File: src/rtl/mem_stage.sv
// Load/store access stage: decodes memory ops from execute, runs a req/ack
// transaction with data memory, and returns left-aligned load data.

module mem_stage_lane #(
    parameter int LANE = 0
) (
    input  logic [1:0]  size,
    input  logic [1:0]  off,
    input  logic [31:0] sd,
    output logic [7:0]  wbyte,
    output logic        strb
);
    localparam logic [1:0] LN = 2'(LANE);

    // Sub-word stores replicate the low bytes across lanes; strobes pick the target.
    always_comb begin
        wbyte = sd[8*LANE +: 8];
        strb  = 1'b1;
        case (size)
            2'b00: begin
                wbyte = sd[7:0];
                strb  = (off == LN);
            end
            2'b01: begin
                wbyte = sd[8*(LANE%2) +: 8];
                strb  = (off[1] == LN[1]);
            end
            default: ;
        endcase
    end
endmodule

module mem_stage #(
    parameter int XLEN    = 32,
    parameter int TIMEOUT = 255
) (
    input  logic            clk,
    input  logic            reset,
    input  logic            valid_in,
    input  logic [11:0]     operation,
    input  logic [XLEN-1:0] addr,
    input  logic [31:0]     store_data,
    output logic            stall,
    output logic            mem_req,
    output logic            mem_we,
    output logic [XLEN-1:0] mem_addr,
    output logic [31:0]     mem_wdata,
    output logic [3:0]      mem_wstrb,
    input  logic [31:0]     mem_rdata,
    input  logic            mem_ack,
    output logic [31:0]     memData,
    output logic            data_valid,
    output logic            misaligned,
    output logic            bus_err
);
    typedef enum logic [1:0] {IDLE, BUSY, RESP} state_t;

    localparam logic [6:0] OP_LOAD  = 7'b0000011;
    localparam logic [6:0] OP_STORE = 7'b0100011;
    localparam logic [7:0] CNT_LAST = 8'(TIMEOUT - 1);

    state_t          state_q, state_d;
    logic [XLEN-3:0] waddr_q, waddr_d;
    logic [1:0]      off_q, off_d;
    logic [2:0]      funct3_q, funct3_d;
    logic            we_q, we_d;
    logic [31:0]     wdata_q, wdata_d;
    logic [3:0]      wstrb_q, wstrb_d;
    logic [7:0]      cnt_q, cnt_d;
    logic            err_q, err_d;
    logic [31:0]     memdata_q, memdata_d;
    logic            mis_q, mis_d;

    logic [6:0]      opcode;
    logic [2:0]      funct3;
    logic            is_load, is_store, is_mem, aligned;
    logic            start, reject;
    logic [3:0][7:0] lane_wdata;
    logic [3:0]      lane_strb;
    logic [7:0]      ld_byte;
    logic [15:0]     ld_half;
    logic [31:0]     ld_fmt;
    logic            unused_funct;

    assign opcode       = operation[6:0];
    assign funct3       = operation[9:7];
    assign unused_funct = ^operation[11:10];
    assign is_load      = (opcode == OP_LOAD);
    assign is_store     = (opcode == OP_STORE);
    assign is_mem       = is_load | is_store;

    // Unknown size encodings fall into the misaligned path so they never reach the bus.
    always_comb begin
        aligned = 1'b0;
        case (funct3)
            3'b000, 3'b100: aligned = 1'b1;
            3'b001, 3'b101: aligned = ~addr[0];
            3'b010:         aligned = (addr[1:0] == 2'b00);
            default:        aligned = 1'b0;
        endcase
    end

    assign start  = (state_q == IDLE) & valid_in & is_mem & aligned;
    assign reject = (state_q == IDLE) & valid_in & is_mem & ~aligned;

    for (genvar i = 0; i < 4; i++) begin : g_lane
        mem_stage_lane #(.LANE(i)) u_lane (
            .size  (funct3[1:0]),
            .off   (addr[1:0]),
            .sd    (store_data),
            .wbyte (lane_wdata[i]),
            .strb  (lane_strb[i])
        );
    end

    always_comb begin
        ld_byte = mem_rdata[7:0];
        case (off_q)
            2'd1:    ld_byte = mem_rdata[15:8];
            2'd2:    ld_byte = mem_rdata[23:16];
            2'd3:    ld_byte = mem_rdata[31:24];
            default: ld_byte = mem_rdata[7:0];
        endcase
        ld_half = off_q[1] ? mem_rdata[31:16] : mem_rdata[15:0];
        case (funct3_q[1:0])
            2'b00:   ld_fmt = {ld_byte, 24'b0};
            2'b01:   ld_fmt = {ld_half, 16'b0};
            default: ld_fmt = mem_rdata;
        endcase
    end

    always_comb begin
        state_d   = state_q;
        waddr_d   = waddr_q;
        off_d     = off_q;
        funct3_d  = funct3_q;
        we_d      = we_q;
        wdata_d   = wdata_q;
        wstrb_d   = wstrb_q;
        cnt_d     = cnt_q;
        err_d     = err_q;
        memdata_d = memdata_q;
        mis_d     = reject;
        case (state_q)
            IDLE: begin
                if (start) begin
                    state_d  = BUSY;
                    waddr_d  = addr[XLEN-1:2];
                    off_d    = addr[1:0];
                    funct3_d = funct3;
                    we_d     = is_store;
                    wdata_d  = is_store ? lane_wdata : 32'b0;
                    wstrb_d  = is_store ? lane_strb : 4'b0;
                    cnt_d    = 8'd0;
                    err_d    = 1'b0;
                end
            end
            BUSY: begin
                // Ack takes priority over an expiring timeout in the same cycle.
                if (mem_ack) begin
                    state_d = RESP;
                    if (!we_q) memdata_d = ld_fmt;
                end else if (cnt_q == CNT_LAST) begin
                    state_d = RESP;
                    err_d   = 1'b1;
                end else begin
                    cnt_d = cnt_q + 8'd1;
                end
            end
            RESP:    state_d = IDLE;
            default: state_d = IDLE;
        endcase
    end

    always_ff @(posedge clk) begin
        if (reset) begin
            state_q   <= IDLE;
            waddr_q   <= '0;
            off_q     <= '0;
            funct3_q  <= '0;
            we_q      <= 1'b0;
            wdata_q   <= '0;
            wstrb_q   <= '0;
            cnt_q     <= '0;
            err_q     <= 1'b0;
            memdata_q <= '0;
            mis_q     <= 1'b0;
        end else begin
            state_q   <= state_d;
            waddr_q   <= waddr_d;
            off_q     <= off_d;
            funct3_q  <= funct3_d;
            we_q      <= we_d;
            wdata_q   <= wdata_d;
            wstrb_q   <= wstrb_d;
            cnt_q     <= cnt_d;
            err_q     <= err_d;
            memdata_q <= memdata_d;
            mis_q     <= mis_d;
        end
    end

    // Stall drops in RESP so upstream advances while memData is already valid.
    assign stall      = start | (state_q == BUSY);
    assign mem_req    = (state_q == BUSY);
    assign mem_we     = we_q;
    assign mem_addr   = {waddr_q, 2'b00};
    assign mem_wdata  = wdata_q;
    assign mem_wstrb  = wstrb_q;
    assign memData    = memdata_q;
    assign data_valid = (state_q == RESP) & ~err_q & ~we_q;
    assign bus_err    = (state_q == RESP) & err_q;
    assign misaligned = mis_q;
endmodule

File: config.mk
export PLATFORM = sky130hd
export DESIGN_NAME = mem_stage
export DESIGN_NICKNAME = d
export VERILOG_FILES = /design/src/rtl/mem_stage.sv
export SDC_FILE = /design/constraint.sdc
export NUM_CORES = 1
export LEC_CHECK = 0
export CORE_ASPECT_RATIO = 0.8
export CORE_MARGIN = 2
export CORE_UTILIZATION = 44
export DETAILED_ROUTE_END_ITERATION = 12
export PLACE_DENSITY = 0.81
export SLEW_MARGIN = 20
export SYNTH_ARGS = -nofsm -noshare
export SYNTH_HDL_FRONTEND = slang
export SYNTH_HIERARCHICAL = 1
export SYNTH_SLANG_ARGS = --single-unit
File: constraint.sdc
create_clock -name clk -period 2.5 [get_ports clk]
set_input_delay 0.75 -clock clk [delete_from_list [all_inputs] [get_ports clk]]
set_output_delay 0.75 -clock clk [all_outputs]
set_load 0.02 [all_outputs]
* Word level (Yosys, flattened, before mapping)
Index checks and enable logic that the tools add are counted.
** Storage, ports and cells
- Register bits after elaboration :: 115
- Bits in latches :: 0
- RAM bits :: 0
- Bits in read-only memories :: 0
- Input bits :: 112
- Output and inout bits :: 106
- Word-level logic and storage cells :: 87
- Memories kept :: 0
** Operators by class
- Add/subtract/negate cells :: 1
- Multipliers :: 0
- Divide/modulo/power cells :: 0
- Magnitude comparators :: 0
- Equal/unequal tests :: 22
- Shifts and indexed selects :: 0
- Multiplexer cells :: 25
- Bitwise operators :: 14
- Reductions and logical operators :: 14
** Operators with widths (count)
- case mux 32 bit (2 select lines) :: 1
- 2-to-1 mux 8 bit :: 5
- 2-to-1 mux 32 bit :: 1
- case mux 8 bit (2 select lines) :: 2
- case mux 8 bit (3 select lines) :: 1
- 2-to-1 mux 16 bit :: 1
- equality test 2 x 1 -> 1 bit (second input constant) :: 5
- equality test 2 bit (second input constant) :: 5
- case mux 1 bit (2 select lines) :: 5
- adder 8 x 1 -> 8 bit (second input constant) :: 1
- equality test 8 bit (second input constant) :: 1
- logical NOT 2 bit :: 4
- AND reduction 4 bit :: 2
- AND 1 bit :: 7
- equality test 7 x 2 -> 1 bit (second input constant) :: 1
- equality test 7 x 6 -> 1 bit (second input constant) :: 1
- equality test 3 bit (second input constant) :: 2
- 2-to-1 mux 2 bit :: 3
- inequality test 2 bit (second input constant) :: 3
- OR reduction 2 bit :: 3
- NOT 1 bit :: 5
- 2-to-1 mux 4 bit :: 1
- case mux 2 bit (2 select lines) :: 1
- AND reduction 2 bit :: 2
- other kinds (10) :: 13

* Longest topological paths before layout
Gate-level depths: netlist of run 1.
- Depth after elaboration :: 6
- Depth in mapped cells :: 7
- Depth with buffers taken out :: 6

* Cells and area by module
The synthesis of run 1 kept the hierarchy.
** By module, submodules not included
- mem_stage :: instances 1, cells each 585, area an instance 4957.3 µm², sequential area each 2302.2 µm²
- mem_stage_lane (g_lane[3].u_lane) :: instances 1, cells each 28, area an instance 183.9 µm², sequential area each 0.0 µm²
- mem_stage_lane (g_lane[2].u_lane) :: instances 1, cells each 11, area an instance 146.4 µm², sequential area each 0.0 µm²
- mem_stage_lane (g_lane[1].u_lane) :: instances 1, cells each 11, area an instance 112.6 µm², sequential area each 0.0 µm²
- mem_stage_lane (g_lane[0].u_lane) :: instances 1, cells each 10, area an instance 73.8 µm², sequential area each 0.0 µm²

* Worst setup path before layout of run 1
OpenSTA, ideal clock, no wires.
- Path type :: input port to output port
- From :: input port operation[3]
- To :: output port stall
- Arrival time :: 1705 ps
- Required time :: 1750 ps
- Setup slack :: 45 ps
- Stages :: 5
- Buffers on the path :: 1
- Cell sequence :: nor4b_1 -> and4_1 -> buf_2 -> nand2_1 -> nand2_1
** Between the ends
- Longest elaborated chain between the ends :: 5
- Elaborated cells between the ends (all ways) :: 6
- Those cells by class :: eq/ne: 2; bitwise: 4
** Ends and longest elaborated chain
- start, declared :: RTL line 40 : input logic [11:0] operation,
- equality test 7 x 2 -> 1 bit or equality test 7 x 6 -> 1 bit (tied branches) :: RTL line 88, 89
- bitwise OR 1 bit * :: RTL line 90 : assign is_mem = is_load | is_store;
- AND 1 bit * (2 in a row) :: RTL line 103 : assign start = (state_q == IDLE) & valid_in & is_mem & aligned;
- bitwise OR 1 bit * :: RTL line 204 : assign stall = start | (state_q == BUSY);
- end, declared :: RTL line 43 : output logic stall,
Every way passes the cells marked *; elsewhere a longest branch is shown, timed or not.

* Final worst setup path of run 1
Ends and elaborated chain as after synthesis.

==> results.sh, run 1 <==
export IMPL_status="complete, no violations"
export IMPL_ir_drop_uv=495
export IMPL_post_place_ws_ps=-925
export IMPL_fin_util_pct=69.6
export IMPL_syn_inst=645
export IMPL_synth_top_area_share_pct=42.1
export IMPL_die_area_um2=13400
export IMPL_worstHoldStart="memData[26]"
export IMPL_setup_viol=0
export IMPL_hold_path_class="register to register"
export IMPL_hold_viol_final=0
export IMPL_reg2reg_from="state_q[1]"
export IMPL_finalSetupTns_ps=0
export IMPL_clock_skew_ps=7.33
export IMPL_cts_tree="yes"
export IMPL_worst_hold_slack_ps=445
export IMPL_drt_vias_per_instance=5.91
export IMPL_rsz0062_at_grt="true"
export IMPL_grt_pass1_wl_mm=29.4
export IMPL_dp_hpwl_mm=12.4
export IMPL_start_util_pct=45.0
export IMPL_port_buffers=213
export IMPL_io_pins=218
export IMPL_avgSynthCellArea_um2=8.49
export IMPL_cts_made_buffers=17
export IMPL_syn2layout_area_growth_pct=54.7
export IMPL_cp_arrival_ps=1750
export IMPL_overflow=0
export IMPL_detail_route_antenna_nets=0
export IMPL_relSlewSlack_pct=46.5
export IMPL_die_h_um=104
export IMPL_ys_warn_count=6
export IMPL_cp_required_ps=1750
export IMPL_detailed_place_area_um2=7650
export IMPL_antenna_cells=0
export IMPL_clk_latency_ps=410
export IMPL_p_leak_nw=3.04
export IMPL_worst_slew_pin_slew_ps=797
export IMPL_finalCriticalPeriod_ps=2500
export IMPL_drc=0
export IMPL_multi_input_area_um2=2820
export IMPL_yosysTopAreaCell="dfxtp_1"
export IMPL_cts_clk_slew_worst_paths_ps=50
export IMPL_seqCellArea_um2=2300
export IMPL_max_cap_violations=0
export IMPL_drive_gt1_share_pct=13.9
export IMPL_stdcell_count=1011
export IMPL_ys_seq_area_share_pct=42.1
export IMPL_grt_max_degree=73
export IMPL_clk_path_buf_depth=2
export IMPL_post_route_period_util_pct=99.8
export IMPL_worst_setup_path_type="input pin to output port"
export IMPL_design_area_um2=8470
export IMPL_rows=36
export IMPL_antenna_found_initial=0
export IMPL_synth_most_common_cell="dfxtp_1"
export IMPL_synth_flop_cell="dfxtp_1"
export IMPL_synth_seq_cells=115
export IMPL_worst_path_max_fanout=2
export IMPL_place_gp_congestion=0.942
export IMPL_ys_types=51
export IMPL_placed_cells=966
export IMPL_cp_start_kind="input pin"
export IMPL_first_pass_iters=5
export IMPL_synthTopCellsByArea="dfxtp_1, a21oi_1, o21ai_0"
export IMPL_drv_slew=0
export IMPL_drt_iter0_markers=499
export IMPL_track_usage_pct=27.8
export IMPL_p_total_mw=4.77
export IMPL_cts_max_level=4
export IMPL_syn_area_um2=5470
export IMPL_drt_total_wl_mm=18.9
export IMPL_cts_sinks=115
export IMPL_worst_slack_ps=3.81
export IMPL_p_per_area_nw_per_um2=563
export IMPL_fp_dieW_um=129
export IMPL_grt_pass1_vias=5816
export IMPL_nFillCells=928
export IMPL_via_count=5976
export IMPL_wl_per_cell_um=18.6
export IMPL_async_reset_ff_share_pct=0
export IMPL_end_kind="output port"
export IMPL_synth_commonest_cells="dfxtp_1, a21oi_1, o21ai_0, nand3_1, nand2_1"
export IMPL_startpoint="operation[3]"
export IMPL_core_area_um2=12200
export IMPL_synth_edff_count=0
export IMPL_clock_fmax_mhz=401
export IMPL_root_buffer="clkbuf_16"
export IMPL_nNetsFinal=963
==> worst max-delay path, cell delays in order <==
cell	delay [ps]
buf_6	90
nor4b_4	280
buf_4	150
and4_4	220
nand2_4	60
nand2_2	70
buf_6	120
==> logic make-up (layout without fill, tap and decap cells) <==
family | Yosys count | in the layout | synth area share [%]
flops | 115 | 115 | 42.1
simple gates | 178 | 178 | 17.0
buf+inv | 79 | 292 | 8.30
compound gates | 236 | 236 | 25.0
fa+ha+maj | 2 | 2 | 0.457
mux | 34 | 34 | 7.13
other cells | 1 | 2 | 0.0685
==> final cells by class <==
class / count / share of cell area [%]
Clock inverter: 5 / 1.18
Clock buffer: 24 / 5.81
Multi-Input combinational cell: 452 / 33.3
Tap cell: 152 / 2.25
Sequential cell: 115 / 27.2
Inverter: 5 / 0.222
Timing Repair Buffer: 258 / 30.1
==> placed cells by master, fill, tap and decap left out, types with 3 or more instances in the layout <==
master	count
inv_1	5
mux2_4	8
bufinv_16	3
o21ai_0	51
nor3_1	4
buf_4	37
nand4_1	40
dlygate4sd2_1	5
o211ai_1	4
clkdlybuf4s50_1	198
nand3_1	56
o21ai_2	11
o21ai_1	31
o221ai_1	7
a21oi_1	93
buf_12	6
clkbuf_16	17
clkbuf_8	4
nor2_1	14
a22o_1	8
a221oi_1	8
mux2i_1	18
buf_6	6
dfxtp_1	115
a211oi_1	7
clkbuf_1	3
nand2_1	39
nand2b_1	6
mux2_2	8
==> report_power, final <==
| part | switching, mW | internal [mW] |
|---|---|---|
| combinational | 0.235 | 0.244 |
| clock | 0.798 | 1.65 |
| sequential | 0.00148 | 1.84 |
==> worst paths after layout <==
kind,endpoint,slack [ps],depth (start not counted)
worst max register to register,mem_wdata[5],440,6
worst max-delay path,stall,4,7
worst min register to register,memData[26],450,2
worst min-delay path,memData[26],450,2
==> repair_timing <==
action / 4_1_cts / 5_1_grt
hold endpoints to repair: 0 / 0
setup endpoints to repair: 4 / 82
pin swaps: 8 / 5
hold buffers: 0 / 0
cloned: 1 / 0
setup buffers: 15 / 3
resized for setup: 60 / 24
==> sequential cells by signal, summed over array words and instances, names as in the netlist <==
register and cells:
state_q 2, off_q 2, err_q 1, mem_we 1, waddr_q 30, mem_wstrb 4
funct3_q 2, mem_wdata 32, cnt_q 8, misaligned 1, memData 32
==> per-layer routing <==
| metal | GRT usage [%] | routed length, um |
|---|---|---|
| met1 | 34.3 | 7750 |
| met3 | 9.09 | 1700 |
| met4 | 11.8 | 481 |
| met2 | 44.3 | 8910 |
| met5 | 0 | 0 |
Power figures use the tool's default switching activity.
==> run 2, diff against run 1 <==
--- a/config.mk
+++ b/config.mk
@@ -5,13 +5,16 @@
 export SDC_FILE = /design/constraint.sdc
 export NUM_CORES = 1
 export LEC_CHECK = 0
+export ABC_CLOCK_PERIOD_IN_PS = 2500
 export CORE_ASPECT_RATIO = 0.8
 export CORE_MARGIN = 2
 export CORE_UTILIZATION = 44
 export DETAILED_ROUTE_END_ITERATION = 12
 export PLACE_DENSITY = 0.81
+export RECOVER_POWER = 50
 export SLEW_MARGIN = 20
 export SYNTH_ARGS = -nofsm -noshare
 export SYNTH_HDL_FRONTEND = slang
 export SYNTH_HIERARCHICAL = 1
 export SYNTH_SLANG_ARGS = --single-unit
+export TNS_END_PERCENT = 50
==> results.sh, run 2 (synthesis results as in run 1) <==
export IMPL_status="finished with violations"
export IMPL_violations="negative setup slack"
export IMPL_fin_util_pct=69.1
export IMPL_max_cap_violations=0
export IMPL_place_gp_congestion=0.942
export IMPL_p_sw_share_pct=21.6
export IMPL_drt_vias_per_instance=5.85
export IMPL_drt_total_wl_mm=18.6
export IMPL_cts_max_level=4
export IMPL_combPwrFrac_pct=10.0
export IMPL_cts_sinks=115
export IMPL_detail_route_antenna_nets=0
export IMPL_first_pass_iters=6
export IMPL_cts_made_buffers=17
export IMPL_finalCriticalPeriod_ps=2550
export IMPL_end_kind="output port"
export IMPL_hold_viol_final=0
export IMPL_port_buffers=213
export IMPL_rows=36
export IMPL_clk_latency_ps=410
export IMPL_setup_viol=1
export IMPL_p_leak_nw=3.26
export IMPL_worst_slack_ps=-47.0
export IMPL_root_buffer="clkbuf_16"
export IMPL_cp_start_kind="input pin"
export IMPL_clk_path_buf_depth=2
export IMPL_post_route_period_util_pct=102
export IMPL_seq_power_share_pct=38.6
export IMPL_p_int_mw=3.73
export IMPL_grt_util_met1_pct=34.6
export IMPL_grt_max_degree=73
export IMPL_wl_per_cell_um=18.5
export IMPL_via_count=5907
export IMPL_die_area_um2=13400
export IMPL_io_pins=218
export IMPL_clock_fmax_mhz=393
export IMPL_cts_tree="yes"
export IMPL_worst_slew_pin_slew_ps=796
export IMPL_drc=0
export IMPL_die_h_um=104
export IMPL_use_met2_pct=44.2
export IMPL_drt_iter0_markers=429
export IMPL_overflow=0
export IMPL_worst_setup_path_type="input pin to output port"
export IMPL_grt_busiest_layer="met2"
export IMPL_power_switching_mw=1.03
export IMPL_dp_hpwl_mm=12.4
export IMPL_nNetsFinal=962
export IMPL_grt_pass1_vias=5784
export IMPL_p_per_area_nw_per_um2=567
export IMPL_rsz0062_at_grt="true"
export IMPL_cts_clk_slew_worst_paths_ps=50
export IMPL_core_area_um2=12200
export IMPL_cp_required_ps=1750
export IMPL_mostFrequentLayoutCells="clkdlybuf4s50_1, dfxtp_1, a21oi_1, dlygate4sd3_1, nand3_1"
export IMPL_worst_path_max_fanout=2
export IMPL_antenna_found_initial=0
export IMPL_drv_slew=0
export IMPL_start_util_pct=45.0
export IMPL_cp_arrival_ps=1800
export IMPL_grt_pass1_wl_mm=29.5
export IMPL_track_usage_pct=27.8
export IMPL_nFillCells=946
export IMPL_syn2layout_area_growth_pct=53.4
export IMPL_relSlewSlack_pct=46.5
export IMPL_drive_gt1_share_pct=12.4
export IMPL_ir_drop_uv=497
export IMPL_antenna_cells=0
export IMPL_clock_skew_ps=5.99
export IMPL_finalSetupTns_ps=-47.0
export IMPL_hold_path_class="register to register"
export IMPL_pwr_share_clk_pct=51.4
export IMPL_met3_usage_pct=8.99
export IMPL_final_common_cell="clkdlybuf4s50_1"
export IMPL_fp_dieW_um=129
-- run 2: cell types whose count changed in the layout (fill, tap and decap cells not counted) --
| cell | delta |
|---|---|
| clkdlybuf4s15_1 | -2 |
| buf_6 | -2 |
| o21ai_1 | +7 |
| clkbuf_2 | +1 |
| o21ai_0 | +1 |
| dlygate4sd2_1 | +1 |
| clkdlybuf4s50_1 | -73 |
| o21ai_2 | -8 |
| clkbuf_1 | +5 |
| buf_4 | -4 |
| dlygate4sd3_1 | +73 |
-- run 2: worst max-delay path: stages --
cell,delay [ps]
dlygate4sd2_1,250
o31a_1,350
o22ai_4,170
nand2_4,80
nand2_2,70
buf_6,120
-- run 2: power groups by stage --
stage                     Clock (mW)  Sequential, mW  Combinational, mW
after floorplan                    0            1.88              0.208
after global placement             0            1.88              0.441
after detailed placement           0            1.88              0.449
after CTS                       2.48            1.84              0.464
after global routing            2.57            1.84              0.498
final                           2.45            1.84              0.474
-- run 2: final timing paths --
kind,startpoint,endpoint,slack [ps],cells past startpoint
worst max-delay path,operation[9],stall,-50,6
worst min-delay path,memData[26],memData[26],440,2
worst max register to register,state_q[1],mem_wdata[5],450,6
worst min register to register,memData[26],memData[26],440,2
-- run 2: layer usage --
| layer | part of all wire (%) | vias up |
|---|---|---|
| li1 | - | 2786 |
| met1 | 42 | 2782 |
| met2 | 47 | 293 |
| met3 | 8.7 | 46 |
| met4 | 2.6 | 0 |
| met5 | 0 | - |
-- run 2: timing repair --
| action | CTS | global route |
|---|---|---|
| endpoints found under the setup margin | 4 | 82 |
| resized for setup | 57 | 15 |
| pin swaps | 8 | 5 |
| buffers inserted | 15 | 2 |
| hold buffers | 0 | 0 |
| cloned | 1 | 0 |
-- run 2: layout make-up --
class,count,area [um^2],area share [%]
Sequential cell,115,2300,27.4
Clock inverter,5,100,1.19
Timing Repair Buffer,257,2510,29.8
Inverter,5,18.8,0.223
Clock buffer,24,492,5.85
Multi-Input combinational cell,452,2790,33.2
Tap cell,152,190,2.26
-- run 2: through the flow --
step / instances / power [mW] / area, um^2 / setup WS (ps) / hold slack, ps
final: 1010 / 4.76 / 8400 / -47.0 / 444
after global routing: 1010 / 4.91 / 8400 / -84.5 / 461
after CTS: 1011 / 4.78 / 8440 / -61.7 / 446
after detailed placement: 966 / 2.33 / 7650 / -925 / 437
after global placement: 966 / 2.32 / 7650 / -907 / 429
after floorplan: 646 / 2.09 / 5480 / 45.3 / 457
==> run 3, diff against run 2 <==
--- a/config.mk
+++ b/config.mk
@@ -10,7 +10,7 @@
 export CORE_MARGIN = 2
 export CORE_UTILIZATION = 44
 export DETAILED_ROUTE_END_ITERATION = 12
-export PLACE_DENSITY = 0.81
+export PLACE_DENSITY_LB_ADDON = 0.12
 export RECOVER_POWER = 50
 export SLEW_MARGIN = 20
 export SYNTH_ARGS = -nofsm -noshare
==> results.sh, run 3 (synthesis results as in run 1) <==
export IMPL_power_switching_mw=1.01
export IMPL_drv_slew=0
export IMPL_drive_gt1_share_pct=10.2
export IMPL_fp_dieW_um=129
export IMPL_clk_path_buf_depth=2
export IMPL_reg2reg_slack_ps=450
export IMPL_combPwrFrac_pct=10.1
export IMPL_port_buffers=213
export IMPL_drt_total_wl_mm=17.8
export IMPL_cts_made_buffers=17
export IMPL_drc=0
export IMPL_cp_arrival_ps=1690
export IMPL_drt_iter0_markers=481
export IMPL_worst_path_max_fanout=2
export IMPL_dp_hpwl_mm=12.2
export IMPL_start_util_pct=45.0
export IMPL_syn2layout_area_growth_pct=48.1
export IMPL_finalCriticalPeriod_ps=2440
export IMPL_overflow=0
export IMPL_cts_sinks=115
export IMPL_relSlewSlack_pct=47.0
export IMPL_root_buffer="clkbuf_16"
export IMPL_die_area_um2=13400
export IMPL_grt_pass1_vias=5487
export IMPL_io_pins=218
export IMPL_p_per_area_nw_per_um2=551
export IMPL_p_total_mw=4.46
export IMPL_cp_required_ps=1750
export IMPL_grt_pass1_wl_mm=28.5
export IMPL_use_met2_pct=41.4
export IMPL_clock_skew_ps=6.24
export IMPL_hold_viol_final=0
export IMPL_detail_route_antenna_nets=0
export IMPL_nNetsFinal=945
export IMPL_grt_util_met1_pct=35.9
export IMPL_status="complete, no violations"
export IMPL_hold_end="memData[24]"
export IMPL_via_count=5793
export IMPL_startpoint="operation[9]"
export IMPL_met3_usage_pct=6.97
export IMPL_p_int_mw=3.45
export IMPL_r2r_end="mem_wdata[25]"
export IMPL_grt_max_degree=78
export IMPL_die_h_um=104
export IMPL_nFillCells=1016
export IMPL_cts_tree="yes"
export IMPL_rows=36
export IMPL_rsz0062_at_grt="false"
export IMPL_first_pass_iters=5
export IMPL_ir_drop_uv=401
export IMPL_reg2reg_from="state_q[0]"
export IMPL_antenna_found_initial=0
export IMPL_wl_per_cell_um=17.9
export IMPL_track_usage_pct=26.5
export IMPL_hold_depth=2
export IMPL_max_cap_violations=0
export IMPL_worst_hold_slack_ps=440
export IMPL_worst_slew_pin_slew_ps=795
export IMPL_hold_path_class="register to register"
export IMPL_grt_busiest_layer="met2"
export IMPL_antenna_cells=0
export IMPL_pwr_share_clk_pct=48.7
export IMPL_final_common_cell="clkdlybuf4s50_1"
export IMPL_worstHoldStart="memData[24]"
export IMPL_setup_viol=0
export IMPL_place_gp_congestion=0.857
export IMPL_cp_start_kind="input pin"
export IMPL_core_area_um2=12200
export IMPL_end_kind="output port"
export IMPL_worst_setup_path_type="input pin to output port"
export IMPL_p_leak_nw=3.10
export IMPL_cts_max_level=4
export IMPL_clk_latency_ps=410
export IMPL_cts_clk_slew_worst_paths_ps=50
export IMPL_fin_util_pct=66.6
export IMPL_clock_fmax_mhz=410
export IMPL_mostFrequentLayoutCells="clkdlybuf4s50_1, dfxtp_1, a21oi_1, o21ai_0, dlygate4sd3_1"
export IMPL_post_route_period_util_pct=97.5
export IMPL_seq_power_share_pct=41.2
export IMPL_drt_vias_per_instance=5.83
export IMPL_r2r_cells=7
export IMPL_p_sw_share_pct=22.7
run 3: cell count changes in the layout (fill, tap and decap cells not counted), sizes merged, moves of 2 or more:
cell           change
clkdlybuf4s15      +2
clkdlybuf4s50      +6
bufinv             -2
clkinv             +4
buf               -20
dlygate4sd3        -6
run 3: worst max path at each step:
stage / endpoint / cells after the start
after global placement: stall / 6
final: stall / 6
after detailed placement: stall / 6
after CTS: stall / 6
after global routing: stall / 6
after floorplan: stall / 5
run 3: layout make-up:
type,count,area (um^2),area share (%)
Sequential cell,115,2300,28.4
Multi-Input combinational cell,452,2750,33.9
Timing Repair Buffer,240,2320,28.6
Inverter,5,18.8,0.232
Tap cell,152,190,2.35
Clock buffer,22,464,5.73
Clock inverter,7,60.1,0.741
run 3: power groups by stage:
stage               clock network [mW]  registers, mW  logic (mW)
floorplan                            0           1.88       0.208
global placement                     0           1.88       0.443
detailed placement                   0           1.88       0.447
CTS                               2.20           1.84       0.449
global route                      2.28           1.84       0.476
finish                            2.17           1.84       0.450
run 3: repair_timing:
item | CTS | global route
endpoints found under the setup margin | 3 | 2
hold buffers | 0 | 0
setup buffers | 1 | 1
resized for setup | 29 | 11
cloned | 0 | 0
pin swaps | 6 | 5
endpoints found under the hold margin | 0 | 0
run 3: routing by layer:
metal,wire (um),vias up
li1,-,2754
met1,8010,2774
met2,8170,239
met3,1340,26
met4,270,0
met5,0,-
run 3: per-stage QoR:
stage | instances | setup WS, ps | setup TNS [ps] | cell area, um^2
after floorplan | 646 | 45.3 | 0 | 5480
after global placement | 962 | -779 | -18730 | 7600
final | 993 | 62.1 | 0 | 8110
after global routing | 993 | 13.0 | 0 | 8110
after CTS | 992 | 11.0 | 0 | 8160
after detailed placement | 962 | -798 | -21220 | 7600
run 3: worst max-delay path, cell delays in order:
cell             delay (ps)
clkdlybuf4s15_1         170
o31a_1                  280
o22ai_4                 230
nand2_4                  70
nand2_2                  70
buf_6                   110
